--- config.mk ---
export PLATFORM = sky130hd
export DESIGN_NAME = ex_stage
export DESIGN_NICKNAME = d
export VERILOG_FILES = /design/src/rtl/cpu_pkg.sv /design/src/rtl/ex_stage_shifter.sv /design/src/rtl/ex_stage.sv
export SDC_FILE = /design/constraint.sdc
export NUM_CORES = 1
export LEC_CHECK = 0
export BUFFER_PORTS_ARGS = -buffer_cell sky130_fd_sc_hd__buf_4
export CORE_MARGIN = 3
export CORE_UTILIZATION = 30
export CTS_BUF_LIST = sky130_fd_sc_hd__clkbuf_4 sky130_fd_sc_hd__clkbuf_8
export CTS_CLUSTER_SIZE = 24
export DETAILED_ROUTE_END_ITERATION = 6
export SLEW_MARGIN = 30
export SYNTH_ARGS = -nofsm -noshare
export SYNTH_HDL_FRONTEND = slang
export SYNTH_SLANG_ARGS = --single-unit
--- constraint.sdc ---
create_clock -name clk -period 4.1 [get_ports clk]
set_input_delay 0.205 -clock clk [delete_from_list [all_inputs] [get_ports clk]]
set_output_delay 0.205 -clock clk [all_outputs]
set_load 0.005 [all_outputs]
--- src/rtl/cpu_pkg.sv ---
// Shared CPU definitions for the execute stage.
// Contents: opcode encodings, bit positions inside the {Z,V,N} flag register,
// signed 16-bit saturation limits, Shifter mode codes, and a saturating
// signed 4-bit add helper used by PADDSB.
package cpu_pkg;

  localparam logic [3:0] OP_ADD    = 4'b0000;
  localparam logic [3:0] OP_SUB    = 4'b0001;
  localparam logic [3:0] OP_XOR    = 4'b0010;
  localparam logic [3:0] OP_RSVD   = 4'b0011;
  localparam logic [3:0] OP_SLL    = 4'b0100;
  localparam logic [3:0] OP_SRA    = 4'b0101;
  localparam logic [3:0] OP_ROR    = 4'b0110;
  localparam logic [3:0] OP_PADDSB = 4'b0111;
  // Any opcode with bit 3 set is ADDR.
  localparam int unsigned OP_ADDR_BIT = 3;

  // Flags register layout is {Z,V,N}.
  localparam int unsigned FLAG_Z = 2;
  localparam int unsigned FLAG_V = 1;
  localparam int unsigned FLAG_N = 0;

  localparam logic [15:0] SAT_POS = 16'h7FFF;
  localparam logic [15:0] SAT_NEG = 16'h8000;

  // Shifter modes match Opcode[1:0] of the shift opcodes.
  localparam logic [1:0] SH_SLL = 2'b00;
  localparam logic [1:0] SH_SRA = 2'b01;
  localparam logic [1:0] SH_ROR = 2'b10;

  function automatic logic [3:0] satNibbleAdd(input logic [3:0] a, input logic [3:0] b);
    logic [3:0] s;
    s = a + b;
    if ((a[3] == b[3]) && (s[3] != a[3]))
      return a[3] ? 4'h8 : 4'h7;
    return s;
  endfunction

endpackage

--- src/rtl/ex_stage_shifter.sv ---
// Shifter: 16-bit combinational shifter.
// Ports: ShiftIn  - data to shift
//        ShiftVal - shift amount 0..15 (0 passes ShiftIn unchanged)
//        Mode     - 00 logical left, 01 arithmetic right, 10 rotate right,
//                   11 pass-through
//        ShiftOut - shifted data
module Shifter
  import cpu_pkg::*;
(
  input  logic [15:0] ShiftIn,
  input  logic [3:0]  ShiftVal,
  input  logic [1:0]  Mode,
  output logic [15:0] ShiftOut
);

  logic [31:0] rotWide;

  always_comb begin
    // Rotation as a right shift of the doubled word; low half is the result.
    rotWide  = {ShiftIn, ShiftIn} >> ShiftVal;
    ShiftOut = ShiftIn;
    case (Mode)
      SH_SLL:  ShiftOut = ShiftIn << ShiftVal;
      SH_SRA:  ShiftOut = $signed(ShiftIn) >>> ShiftVal;
      SH_ROR:  ShiftOut = rotWide[15:0];
      default: ShiftOut = ShiftIn;
    endcase
  end

endmodule

--- src/rtl/ex_stage.sv ---
// ex_stage: single-cycle execute stage (combinational ALU + one output
// register bank + one {Z,V,N} flag register).
// Parameter: SAT_EN - 1 saturates ADD/SUB to signed 16-bit, 0 wraps.
// Ports: clk, rst (sync, active-high)
//        InValid, Opcode, SrcA, SrcB, DstReg - operation presented this cycle
//        Stall - hold all outputs/flags; Flush - kill the presented op
//        OutValid, Result, OutDst - registered result; Flags - {Z,V,N}
module ex_stage
  import cpu_pkg::*;
#(
  parameter bit SAT_EN = 1'b1
) (
  input  logic        clk,
  input  logic        rst,
  input  logic        InValid,
  input  logic [3:0]  Opcode,
  input  logic [15:0] SrcA,
  input  logic [15:0] SrcB,
  input  logic [3:0]  DstReg,
  input  logic        Stall,
  input  logic        Flush,
  output logic        OutValid,
  output logic [15:0] Result,
  output logic [3:0]  OutDst,
  output logic [2:0]  Flags
);

  logic [15:0] shiftOut;
  logic [15:0] bOperand;
  logic [15:0] sum;
  logic        overflow;
  logic [15:0] aluResult;
  logic        updZ;
  logic        updVN;
  logic [2:0]  nextFlags;

  Shifter uShifter (
    .ShiftIn  (SrcA),
    .ShiftVal (SrcB[3:0]),
    .Mode     (Opcode[1:0]),
    .ShiftOut (shiftOut)
  );

  always_comb begin
    // SUB is A + ~B + 1, so overflow uses the inverted B sign.
    bOperand  = (Opcode == OP_SUB) ? ~SrcB : SrcB;
    sum       = SrcA + bOperand + {15'b0, (Opcode == OP_SUB)};
    overflow  = (SrcA[15] == bOperand[15]) && (sum[15] != SrcA[15]);
    aluResult = '0;
    updZ      = 1'b0;
    updVN     = 1'b0;
    if (Opcode[OP_ADDR_BIT]) begin
      aluResult = (SrcA & 16'hFFFE) + SrcB;
    end else begin
      case (Opcode)
        OP_ADD, OP_SUB: begin
          if (SAT_EN && overflow)
            aluResult = SrcA[15] ? SAT_NEG : SAT_POS;
          else
            aluResult = sum;
          updZ  = 1'b1;
          updVN = 1'b1;
        end
        OP_XOR: begin
          aluResult = SrcA ^ SrcB;
          updZ      = 1'b1;
        end
        OP_SLL, OP_SRA, OP_ROR: begin
          aluResult = shiftOut;
          updZ      = 1'b1;
        end
        OP_PADDSB: begin
          for (int unsigned i = 0; i < 4; i++)
            aluResult[4*i +: 4] = satNibbleAdd(SrcA[4*i +: 4], SrcB[4*i +: 4]);
        end
        default: aluResult = '0;
      endcase
    end

    nextFlags = Flags;
    if (updZ)
      nextFlags[FLAG_Z] = (aluResult == '0);
    if (updVN) begin
      nextFlags[FLAG_V] = overflow;
      nextFlags[FLAG_N] = aluResult[15];
    end
  end

  always_ff @(posedge clk) begin
    if (rst) begin
      OutValid <= 1'b0;
      Result   <= '0;
      OutDst   <= '0;
      Flags    <= '0;
    end else if (Flush) begin
      OutValid <= 1'b0;
    end else if (Stall) begin
      OutValid <= OutValid;
    end else if (InValid) begin
      OutValid <= 1'b1;
      Result   <= aluResult;
      OutDst   <= DstReg;
      Flags    <= nextFlags;
    end else begin
      OutValid <= 1'b0;
    end
  end

endmodule

# After elaboration in Yosys (flattened, before gate mapping)

Cells that the tools add are included.

Word-level logic and storage cells: 87
Input port bits: 45
Output and inout bits: 24
Register bits: 24
Memories kept: 0
Latch bits: 0
Bits in read-only memories: 0
Bits in writable memories: 0

Bitwise operators: 4
Magnitude comparators: 0
Div/mod/pow operators: 0
Reduce and logical (&&, ||, !) cells: 15
Add/sub/neg operators: 7
Muxes and demuxes: 35
Equal/unequal tests: 18
Shift-type cells: 3
Multipliers: 0

Operators by type and width:

| operator                                             | number |
|---|---|
| two-way mux 16 bit                                   | 4 |
| case mux 16 bit (4 select lines)                     | 1 |
| two-way mux 4 bit                                    | 12 |
| case mux 16 bit (3 select lines)                     | 1 |
| adder 16 bit                                         | 2 |
| right shift 32 x 4 -> 16 bit                         | 1 |
| two-way mux 1 bit                                    | 17 |
| adder 16 x 1 -> 16 bit                               | 1 |
| adder 4 bit                                          | 4 |
| equality test 4 x 3 -> 1 bit (second input constant) | 4 |
| logical NOT 16 bit                                   | 1 |
| inverter 16 bit                                      | 1 |
| left shift 16 x 4 -> 16 bit                          | 1 |
| >>> shifter 16 x 4 -> 16 bit                         | 1 |
| XOR 16 bit                                           | 1 |
| AND reduction 4 bit                                  | 2 |
| OR reduction 6 bit                                   | 1 |
| equality test 1 bit                                  | 5 |
| logical AND 1 bit                                    | 5 |
| inequality test 1 bit                                | 5 |
| equality test 4 x 1 -> 1 bit (second input constant) | 1 |
| equality test 4 x 2 -> 1 bit (second input constant) | 1 |
| logical NOT 4 bit                                    | 1 |
| OR reduction 2 bit                                   | 2 |
| 6 further kinds                                      | 7 |

# Logic depth before layout (Yosys ltp)

Word-level depth: 10
Depth in mapped cells: 17
Depth with buffers taken out: 13

# Cells and area by module

Synthesis repeated with hierarchy kept, for this count alone.

Cell total of the unflattened synthesis: 783
Area total of the unflattened synthesis: 5924.4 sq um

Modules (own cells, without submodules):

| module   | area an instance (sq um) | seq. area each (sq um) | instances | cells each |
|---|---|---|---|---|
| ex_stage | 3707.3                   | 480.5                  | 1         | 513 |
| Shifter  | 2217.1                   | 0.0                    | 1         | 270 |

# Least setup slack after synthesis

Ideal clock, no wire load.

Kind: input to register
Start point: in Opcode[3]
End point: reg Flags[2]
Stages: 15
Data required time: 4.040 ns
Setup time: 0.060 ns
Data arrival time: 3.956 ns
Path buffers: 3
Setup slack: 0.084 ns
Cell sequence: buf_2 nor4b_1 buf_4 buf_1 xnor2_1 ha_1 and4_2 a211oi_4 o221ai_1 a311oi_1 xnor2_1 a31oi_1 or4_1 nor4_1 a41o_1

Longest elaborated chain between the ends: 10
Elaborated cells between the ends (all ways): 23
Those cells by class: 2 x add/sub; 8 x eq/ne; 6 x mux; 7 x reduce/logical

Ends and longest elaborated chain:

| element                          | RTL line                                       | RTL |
|---|---|---|
| start: declaration               | ex_stage.sv:16                                 | `input logic [3:0] Opcode,` |
| equality test 4 x 1 -> 1 bit     | ex_stage.sv:46, ex_stage.sv:47, ex_stage.sv:55 |  |
| two-way mux 16 bit               | ex_stage.sv:46                                 | `bOperand = (Opcode == OP_SUB) ? ~SrcB : SrcB;` |
| adder 16 bit                     | ex_stage.sv:47                                 | `sum = SrcA + bOperand + {15'b0, (Opcode == OP_SUB)};` |
| adder 16 x 1 -> 16 bit           | ex_stage.sv:47                                 |  |
| inequality test 1 bit            | ex_stage.sv:48                                 | `overflow = (SrcA[15] == bOperand[15]) && (sum[15] != SrcA[15]);` |
| logical AND 1 bit                | ex_stage.sv:48                                 |  |
| two-way mux 16 bit               | ex_stage.sv:57                                 | `if (SAT_EN && overflow)` |
| case mux 16 bit (4 select lines) | ex_stage.sv:55                                 | `case (Opcode)` |
| two-way mux 16 bit               | ex_stage.sv:52                                 | `if (Opcode[OP_ADDR_BIT]) begin` |
| logical NOT 16 bit               | ex_stage.sv:82                                 | `nextFlags[FLAG_Z] = (aluResult == '0);` |
| end signal: assignment           | ex_stage.sv:103                                | `Flags <= nextFlags;` |
| end: declaration                 | ex_stage.sv:25                                 | `output logic [2:0] Flags` |

Several ways; a longest one is shown, not always the timed one.
A chain may end at the register's enable or synchronous reset.

# Worst setup path after layout

Same ends and word-level chain as after synthesis.

==> metrics.yaml <==
worst_setup_path:
  r2r_cells: 2
  worstPathArrival_ns: 4.06
  critPathMostFrequentCell: "buf_4"
  reg2reg_from: "Flags[2]"
  max_stage_delay_ns: 0.65
  worstPathCellList: "buf_4, nor4b_2, buf_12, xnor2_1, ha_1, and4_2, a211oi_4, o32ai_2, o41ai_4, a21oi_1, a2111oi_0, buf_4, nand4_1, nor4_1, a41o_1"
  r2r-end: "Flags[2]"
  reg2reg_setup_slack_ns: 3.33
  critPathKind: "in -> reg"
  cp_slowest_cell: "a2111oi_0"
  cp.required_ns: 4.31
  worstPathMaxFanout: 17
  start_kind: "input port"
  cp-end-kind: "flip-flop"
floorplanning:
  io_pins: 69
  rows: 47
  die_w_um: 138
  dieArea_um2: 19100
  initial_core_util_pct: 31.1
  core_area_um2: 16900
  die_y_um: 138
cts:
  cts.sinks: 24
  cts_resized: 0
  htreeDepth: 1
  root_buffer: "clkbuf_8"
  cts_buffers: 3
  cts_buffer_depth: 2
  cts_tree: "yes"
  clkLatencyLatePin_ns: 0.26
  hold_buffers: 0
  clk_pin_slew_worst_paths_ns: 0.08
  post_cts_buffers: 0
timing:
  period_share_pct: 93.9
  setup_tns_ns: 0
  hold_violations: 0
  rsz0062_at_grt: "false"
  period_needed_ns: 3.85
  slew_headroom_pct: 31.9
  max_freq_mhz: 260
  worstMarginPinSlew_ns: 1.02
  setup_slack_ns: 0.251
  slew_violations: 0
  worst_clock_skew_ns: 0
  holdWs_ns: 0.134
  setup_viol: 0
detailed_routing:
  drc: 0
  avgViaCountPerCell: 6.10
  wl_per_cell_um: 20.0
  postRouteAntennaNets: 0
  vias: 5944
  totalWireLength_um: 19500
  drt_iter0_drc: 571
  drt-pass1-iter-count: 6
placed_design:
  io_buffers: 68
  dp_slack_ns: 0.131
  gp_congestion: 0.959
  dp_hpwl_um: 15300
  placed_cells: 970
grt:
  grt_pass1_wl_um: 30800
  first_global_vias: 5491
  grt_max_degree: 36
  grt_overflow_total: 0
  track_usage_pct: 19.4
  antenna_found_initial: 0
yosys:
  ys.flop_type: "dfxtp_1"
  synth_top_area_share_pct: 9.15
  ys_seq_area_share_pct: 9.15
  ys_top_cells_by_area: "dfxtp_1 9.1%, ha_1 7.9%, a21oi_1 5.6%, mux2i_1 5.0%, nand2_1 4.8%"
  yosys.area.top_type: "dfxtp_1"
  synth_common_cells: "67 x nand2_1, 67 x nor2_1, 59 x a21oi_1, 34 x clkbuf_1"
  synthDistinctLibCells: 79
  synthCells: 703
  synth_edf_count: 0
  ys_warn_count: 0
  postSynthAreaPerCell_um2: 7.47
  ys_ff_latch: 24
  synth_fp_nets: 787
  synth_area_um2: 5250
  postSynth.asyncResetShare_pct: 0
status:
  outcome: "complete, no violations"
layout:
  drive_gt1_share_pct: 20.0
  nNetsFinal: 839
  synthToLayoutAreaGrowth_pct: 16.8
  antenna_cells: 0
  nFillCells: 1774
  final_cells: 974
  seq_area_um2: 480
  multi_input_area_um2: 4450
power_and_ir_drop:
  irDropWorstVdd_uv: 183
  p_leak_nw: 2.49
  power.density_nw_per_um2: 209
worst_hold_path:
  whs_endpoint: "OutValid"
  hp-class: "in -> reg"
  holdPathStages: 2
  worstHoldStart: "Flush"
run:
  drv_cap: 0
[metrics by stage]
step / total power [mW] / instance area, um^2 / utilization [%]
6_report: 1.28 / 6140 / 36.4
5_1_grt: 1.37 / 6140 / 36.4
4_1_cts: 1.27 / 6140 / 36.4
3_5_place_dp: 1.06 / 6070 / 35.9
3_3_place_gp: 1.06 / 6050 / 35.9
2_1_floorplan: 0.780 / 5250 / -
[critical path: cells and delay by family]
| kind | cells | cell delay, ns |
|---|---|---|
| buffers and inverters | 3 | 0.59 |
| XOR/XNOR | 1 | 0.16 |
| AO/OA/AOI/OAI | 6 | 1.78 |
| adder cells (fa/ha/maj) | 1 | 0.30 |
| AND/OR/NAND/NOR | 4 | 1.01 |
[final cells by class]
class / instances / area share, %
multi-input combinational: 603 / 72.5
timing repair buffer: 103 / 12.8
sequential: 24 / 7.83
tap: 220 / 4.49
inverter: 20 / 1.22
clock buffer: 3 / 0.673
clock inverter: 1 / 0.489
[layout by cell type (no fill, tap or decap), types with 21 or more instances in the layout]
cell / synthesis / final
mux2_2: 22 / 22
nand2_1: 67 / 67
mux2i_1: 26 / 26
nor3_1: 22 / 21
dfxtp_1: 24 / 24
nor2_1: 67 / 67
ha_1: 33 / 33
o21ai_0: 33 / 33
xnor2_1: 22 / 22
buf_4: 2 / 102
a21oi_1: 59 / 59
[registers in the layout, summed over array words and instances (netlist names)]
| register | flops |
|---|---|
| Flags | 3 |
| OutDst | 4 |
| OutValid | 1 |
| Result | 16 |
[kinds of logic (layout without fill, tap and decap cells)]
kind of cell / Yosys count / after routing / synth area share, %
muxes: 61 / 61 / 15.5
xor gates and xnor gates: 42 / 42 / 7.00
adders and majority gates: 39 / 39 / 10.1
AOI/OAI and AO/OA: 236 / 236 / 31.6
buffers and inverters: 76 / 127 / 6.60
and+or+nand+nor: 225 / 225 / 20.1
DFF: 24 / 24 / 9.15
[report_power, final]
part / switching [mW] / internal (mW)
sequential: 0.00551 / 0.243
clock: 0.0741 / 0.130
combinational: 0.479 / 0.348
total: 0.559 / 0.722
[layer usage]
metal | up-vias | wire (um) | part of all wire (%) | track usage, %
met5 | - | 0 | 0 | 0
met4 | 0 | 713 | 3.7 | 6.55
met3 | 43 | 1760 | 9.0 | 2.21
met2 | 356 | 8090 | 41 | 28.2
met1 | 2763 | 8950 | 46 | 29.3
li1 | 2782 | - | - | -
[worst max path at each step]
stage | start | to | slack [ns]
after global routing | Opcode[3] | Flags[2] | 0.06
final | Opcode[3] | Flags[2] | 0.25
after CTS | Opcode[3] | Flags[2] | 0.37
after global placement | Opcode[3] | Flags[2] | 0.19
after floorplan | Opcode[3] | Flags[2] | 0.08
after detailed placement | Opcode[3] | Flags[2] | 0.13
(Power assumes the default switching activity.)
